`src/rtl/spi_arbiter.sv`:
```
// Round-robin arbiter that lets four requesters share one SPI master, one byte per grant.
// Each grant runs LAUNCH -> WAIT_LOW -> WAIT_HIGH -> DONE, with a timeout guarding both waits.
module spi_arbiter #(
  parameter int unsigned TIMEOUT = 255
) (
  input  logic        clk,
  input  logic        reset,
  input  logic [3:0]  req,
  input  logic [31:0] req_data,
  output logic [3:0]  ack,
  output logic [7:0]  rsp_data,
  output logic        rsp_err,
  output logic        busy,
  output logic [1:0]  grant_id,
  output logic        m_start,
  output logic [7:0]  m_din,
  input  logic        m_cs,
  input  logic [7:0]  m_dout
);

  typedef enum logic [2:0] {IDLE, LAUNCH, WAIT_LOW, WAIT_HIGH, DONE} state_e;

  localparam logic [15:0] TimeoutLast = 16'(TIMEOUT - 1);

  state_e      state_q, state_d;
  logic [1:0]  grant_q, grant_d;
  logic [1:0]  last_q, last_d;
  logic [7:0]  tx_q, tx_d;
  logic [7:0]  rsp_q, rsp_d;
  logic        err_q, err_d;
  logic [15:0] cnt_q, cnt_d;
  logic [1:0]  winner;

  // Search upward from last_grant+1; descending loop lets the nearest requester win.
  always_comb begin
    winner = last_q;
    for (int k = 4; k >= 1; k--) begin
      if (req[last_q + 2'(k)]) winner = last_q + 2'(k);
    end
  end

  always_comb begin
    state_d = state_q;
    grant_d = grant_q;
    last_d  = last_q;
    tx_d    = tx_q;
    rsp_d   = rsp_q;
    err_d   = err_q;
    cnt_d   = cnt_q;
    unique case (state_q)
      IDLE: begin
        cnt_d = '0;
        if (|req) begin
          grant_d = winner;
          tx_d    = req_data[{winner, 3'b000} +: 8];
          state_d = LAUNCH;
        end
      end
      LAUNCH: begin
        cnt_d   = '0;
        state_d = WAIT_LOW;
      end
      WAIT_LOW: begin
        if (!m_cs) begin
          cnt_d   = '0;
          state_d = WAIT_HIGH;
        end else if (cnt_q == TimeoutLast) begin
          err_d   = 1'b1;
          rsp_d   = 8'h00;
          state_d = DONE;
        end else begin
          cnt_d = cnt_q + 16'd1;
        end
      end
      WAIT_HIGH: begin
        // A completing transfer beats a timeout landing on the same edge.
        if (m_cs) begin
          err_d   = 1'b0;
          rsp_d   = m_dout;
          state_d = DONE;
        end else if (cnt_q == TimeoutLast) begin
          err_d   = 1'b1;
          rsp_d   = 8'h00;
          state_d = DONE;
        end else begin
          cnt_d = cnt_q + 16'd1;
        end
      end
      DONE: begin
        last_d  = grant_q;
        state_d = IDLE;
      end
      default: state_d = IDLE;
    endcase
  end

  always_ff @(posedge clk) begin
    if (reset) begin
      state_q <= IDLE;
      grant_q <= 2'd0;
      last_q  <= 2'd3;
      tx_q    <= 8'h00;
      rsp_q   <= 8'h00;
      err_q   <= 1'b0;
      cnt_q   <= 16'd0;
    end else begin
      state_q <= state_d;
      grant_q <= grant_d;
      last_q  <= last_d;
      tx_q    <= tx_d;
      rsp_q   <= rsp_d;
      err_q   <= err_d;
      cnt_q   <= cnt_d;
    end
  end

  assign ack      = (state_q == DONE) ? (4'b0001 << grant_q) : 4'b0000;
  assign m_start  = (state_q == LAUNCH);
  assign busy     = (state_q != IDLE);
  assign m_din    = tx_q;
  assign grant_id = grant_q;
  assign rsp_data = rsp_q;
  assign rsp_err  = err_q;

endmodule

```
`config.mk`:
```
export PLATFORM = sky130hd
export DESIGN_NAME = spi_arbiter
export DESIGN_NICKNAME = d
export VERILOG_FILES = /design/src/rtl/spi_arbiter.sv
export SDC_FILE = /design/constraint.sdc
export NUM_CORES = 1
export LEC_CHECK = 0
export ABC_AREA = 1
export BUFFER_PORTS_ARGS = -buffer_cell sky130_fd_sc_hd__buf_2
export CORE_ASPECT_RATIO = 0.6
export CORE_MARGIN = 2
export CORE_UTILIZATION = 48
export CTS_BUF_LIST = sky130_fd_sc_hd__clkbuf_8 sky130_fd_sc_hd__clkbuf_16
export DETAILED_ROUTE_END_ITERATION = 7
export PLACE_DENSITY = 0.84
export SETUP_SLACK_MARGIN = 0.05
export SLEW_MARGIN = 10
export SYNTH_ARGS = -nofsm -noshare
export SYNTH_HDL_FRONTEND = slang
export SYNTH_SLANG_ARGS = --single-unit
```
`constraint.sdc`:
```
create_clock -name clk -period 1.8 [get_ports clk]
set_input_delay 0.18 -clock clk [delete_from_list [all_inputs] [get_ports clk]]
set_output_delay 0.18 -clock clk [all_outputs]
set_load 0.01 [all_outputs]
```
==> summary.md <==
- result of the run: complete, no violations
- Core Footprint: 5050 um2
- max-slew violation count: 0
- critical hold path startpoint: req_data[0]
- CTS tree: yes
- Starting Density: 49.8%
- leakage dissipation: 1.58 nW
- top cell type by total area after synthesis: sky130_fd_sc_hd__dfxtp_1
- R2R setup slack: 110 ps
- post-synthesis cell type count: 31
- Post-CTS Setup Bufs: 0
- clock period minus worst slack: 1690 ps
- Sw Ratio: 34.3%
- fraction of post-synthesis cell area in the top cell type by area: 31.8%
- Worst Setup End Kind: register
- worst vdd ir: 0.406 mV
- largest clock skew in the final design: 12.6 ps
- internal power consumption: 1.51 mW
- Reg2Reg Launch Point: last_q[0]
- slew at the pin closest to its max-slew limit: 528 ps
- synthesis-stage register bit count: 40
- headroom to the max-slew limit: 64.6%
- cell count after synthesis: 411
- die extent in y: 60.1 um
- Hold EP: m_din[0]
- largest cells by area after synthesis: sky130_fd_sc_hd__dfxtp_1 (32%), sky130_fd_sc_hd__nand2_1 (18%), sky130_fd_sc_hd__inv_1 (8.5%)
- RSZ-0062 raised after global routing: true
- Achievable Freq: 590 MHz
- required time at the worst-slack endpoint: 2000 ps
- count of H-tree levels built during CTS: 2
- vias per cell: 5.15
- fraction of registers with async set/reset: 0%
- endpoint of the worst-slack reg-to-reg timing path: m_din[6]
- master of the slowest instance on the critical path: sky130_fd_sc_hd__dfxtp_4
- hold bufs inserted after CTS: 0
- source-to-sink clock delay at the later pin of the worst-skew pair: 300 ps
- biggest fanout along the worst timing path: 6
- post-detail-place hpwl: 5.20 mm
- net switching power: 0.788 mW
- Hold Violations, Final: 0
- Gate power share: 28.5%
- most used flip-flop cell after synthesis: sky130_fd_sc_hd__dfxtp_1
- antenna violations before repair: 0
- synthesis-to-layout area growth: 25.0%
- routed wirelength normalized by instance count: 12.5 um
- maximum buffer depth of the clock tree: 2
- Setup WS pre-CTS: 37.9 ps
- gp weighted congestion: 0.943
- Clock Sink Count: 40
- global-route wire length before repair: 11.3 mm
- Arrival @ worst endpoint: 1900 ps
- Ports: 72
- origin of the worst setup path: last_q[0]
- Total Neg Setup Slack: 0 ps
- pin count of the biggest net entering global routing: 24
- cell row count: 20
- total via count in the routed design: 2866
- Die Wd: 97.5 um
- Residual DRC: 0
- count of input and output buffers: 71
- Nets: 538
- cells along the critical path: buf_4 -> nand2_1 -> nand2_2 -> nand2_1 -> nand2_2 -> nand2_2 -> nand3_4 -> buf_6 -> nand3b_1 -> nand3_1 -> nand3_1 -> nand2_1 -> inv_1
- number of max-cap violations: 0
- number of design-rule violations left by the first detailed-router iteration: 227
- number of search-and-repair iterations in the first detailed-routing pass: 6
- Clk pwr share: 26.8%
- post-layout worst setup margin: 105 ps
- GR Util All Layers: 23.8%
- total of warnings raised by yosys: 0
- Post-synth top cells: sky130_fd_sc_hd__nand2_1 (118), sky130_fd_sc_hd__inv_1 (57), sky130_fd_sc_hd__nor2_1 (41), sky130_fd_sc_hd__dfxtp_1 (40), sky130_fd_sc_hd__nand3_1 (40)
- number of global-route vias before repair: 2445
- most common cell in the netlist: sky130_fd_sc_hd__nand2_1
- Seq pwr share: 44.7%
- diodes inserted: 0
- Crit Path Class: reg2reg
- global-route congestion overflow total: 0
- final routed wirelength across all metal layers: 6.95 mm
- CTS Buf Count: 5
- layout cells sized above 1: 25.7%
- class of the worst hold path: in2reg
- overall die area: 5860 um2
- Worst setup SP type: register
- cell at the root of the clock tree: sky130_fd_sc_hd__clkbuf_8
- longest individual stage delay on the worst path: 380 ps
- clock-pin slew on the worst setup and hold paths: 80 ps
- total standard cell area after synthesis: 2520 um2
- power density cells: 731 nW/um2
- depth of the worst hold-timing path: 3
- final worst path period share: 94.2%
- per-instance average area after synthesis: 6.12 um2
- EDFF count, synth: 0
- Net Count, Synth: 460
- Worst R2R Path Depth: 13
- count of nets left with antenna violations after detail routing: 0
- endpoints failing setup: 0
- share of the yosys chip area belonging to registers: 31.8%
[cells by family after synthesis]
family	after synthesis	synth area share [%]
flops	40	31.8
simple gates	243	43.1
compound gates	45	10.2
fa+ha+maj	2	0.994
buf+inv	79	13.2
xor+xnor	2	0.696
[worst max-delay path by stage]
stage / to / slack, ps
floorplan: rsp_data[0] / 290
global placement: m_din[2] / 120
detailed placement: m_din[6] / 40
CTS: m_din[6] / 50
global route: m_din[4] / 30
finish: m_din[6] / 110
[layer usage]
metal | GRT usage (%) | up-vias | share of wire (%)
met5 | 0 | - | 0
met4 | 5.75 | 0 | 1.0
met3 | 5.15 | 10 | 9.5
met2 | 36.3 | 157 | 42
met1 | 34.6 | 1245 | 47
li1 | - | 1454 | -
[repair_timing]
| action | CTS | global route |
|---|---|---|
| resized for setup | 2 | 27 |
| endpoints found under the setup margin | 3 | 24 |
| gates cloned | 0 | 1 |
| pin swaps | 0 | 2 |
| endpoints found under the hold margin | 0 | 0 |
[cells in the final DEF (no fill, tap or decap), types with 3 or more instances in the layout]
cell type | synthesis | routed
sky130_fd_sc_hd__a211oi_1 | 3 | 3
sky130_fd_sc_hd__a21oi_1 | 23 | 23
sky130_fd_sc_hd__buf_2 | 4 | 71
sky130_fd_sc_hd__buf_4 | 2 | 7
sky130_fd_sc_hd__buf_6 | 3 | 3
sky130_fd_sc_hd__clkbuf_8 | 0 | 6
sky130_fd_sc_hd__dfxtp_1 | 40 | 35
sky130_fd_sc_hd__dfxtp_2 | 0 | 3
sky130_fd_sc_hd__inv_1 | 57 | 59
sky130_fd_sc_hd__inv_2 | 10 | 8
sky130_fd_sc_hd__nand2_1 | 118 | 113
sky130_fd_sc_hd__nand2_2 | 4 | 8
sky130_fd_sc_hd__nand3_1 | 40 | 39
sky130_fd_sc_hd__nand3b_1 | 6 | 6
sky130_fd_sc_hd__nand4_1 | 7 | 7
sky130_fd_sc_hd__nor2_1 | 41 | 41
sky130_fd_sc_hd__nor2_2 | 5 | 4
sky130_fd_sc_hd__nor3_1 | 13 | 12
sky130_fd_sc_hd__nor3_2 | 2 | 3
sky130_fd_sc_hd__o21ai_0 | 4 | 4
sky130_fd_sc_hd__o21ai_1 | 9 | 9
[worst max-delay path, delay by kind of cell (launching register included)]
kind	cells	cell delay, ps
and+or+nand+nor	10	880
buffers and inverters	3	320
DFF	1	380
[cell type report]
| class | instances | area [um2] |
|---|---|---|
| multi-input combinational | 292 | 1440 |
| timing repair buffer | 82 | 457 |
| clock buffer | 6 | 82.6 |
| sequential | 40 | 812 |
| tap | 66 | 82.6 |
| clock inverter | 2 | 7.51 |
| fill | 459 | 1910 |
| inverter | 68 | 263 |
[state kept, by name, indices dropped and copies added (netlist names)]
signal	count
cnt_q	16
m_din	8
rsp_data	8
state_q	3
grant_id	2
last_q	2
rsp_err	1
[power groups by stage]
stage                     clock network, mW  registers [mW]  logic [mW]
after global routing                  0.675            1.03       0.734
final                                 0.615            1.03       0.656
after detailed placement                  0            1.04       0.622
after global placement                    0            1.04       0.606
after floorplan                           0            1.06       0.383
after CTS                             0.629            1.02       0.626
[metrics by stage]
step	hold slack [ps]	cell area, um2	util (%)	std cells	power (mW)
finish	130	3140	62.2	556	2.30
global route	130	3140	62.2	556	2.44
CTS	118	3050	60.3	555	2.28
detailed placement	430	2950	58.4	547	1.66
global placement	417	2950	58.4	547	1.64
floorplan	318	2520	-	411	1.44
No activity file was read; power rests on OpenSTA's default activity.
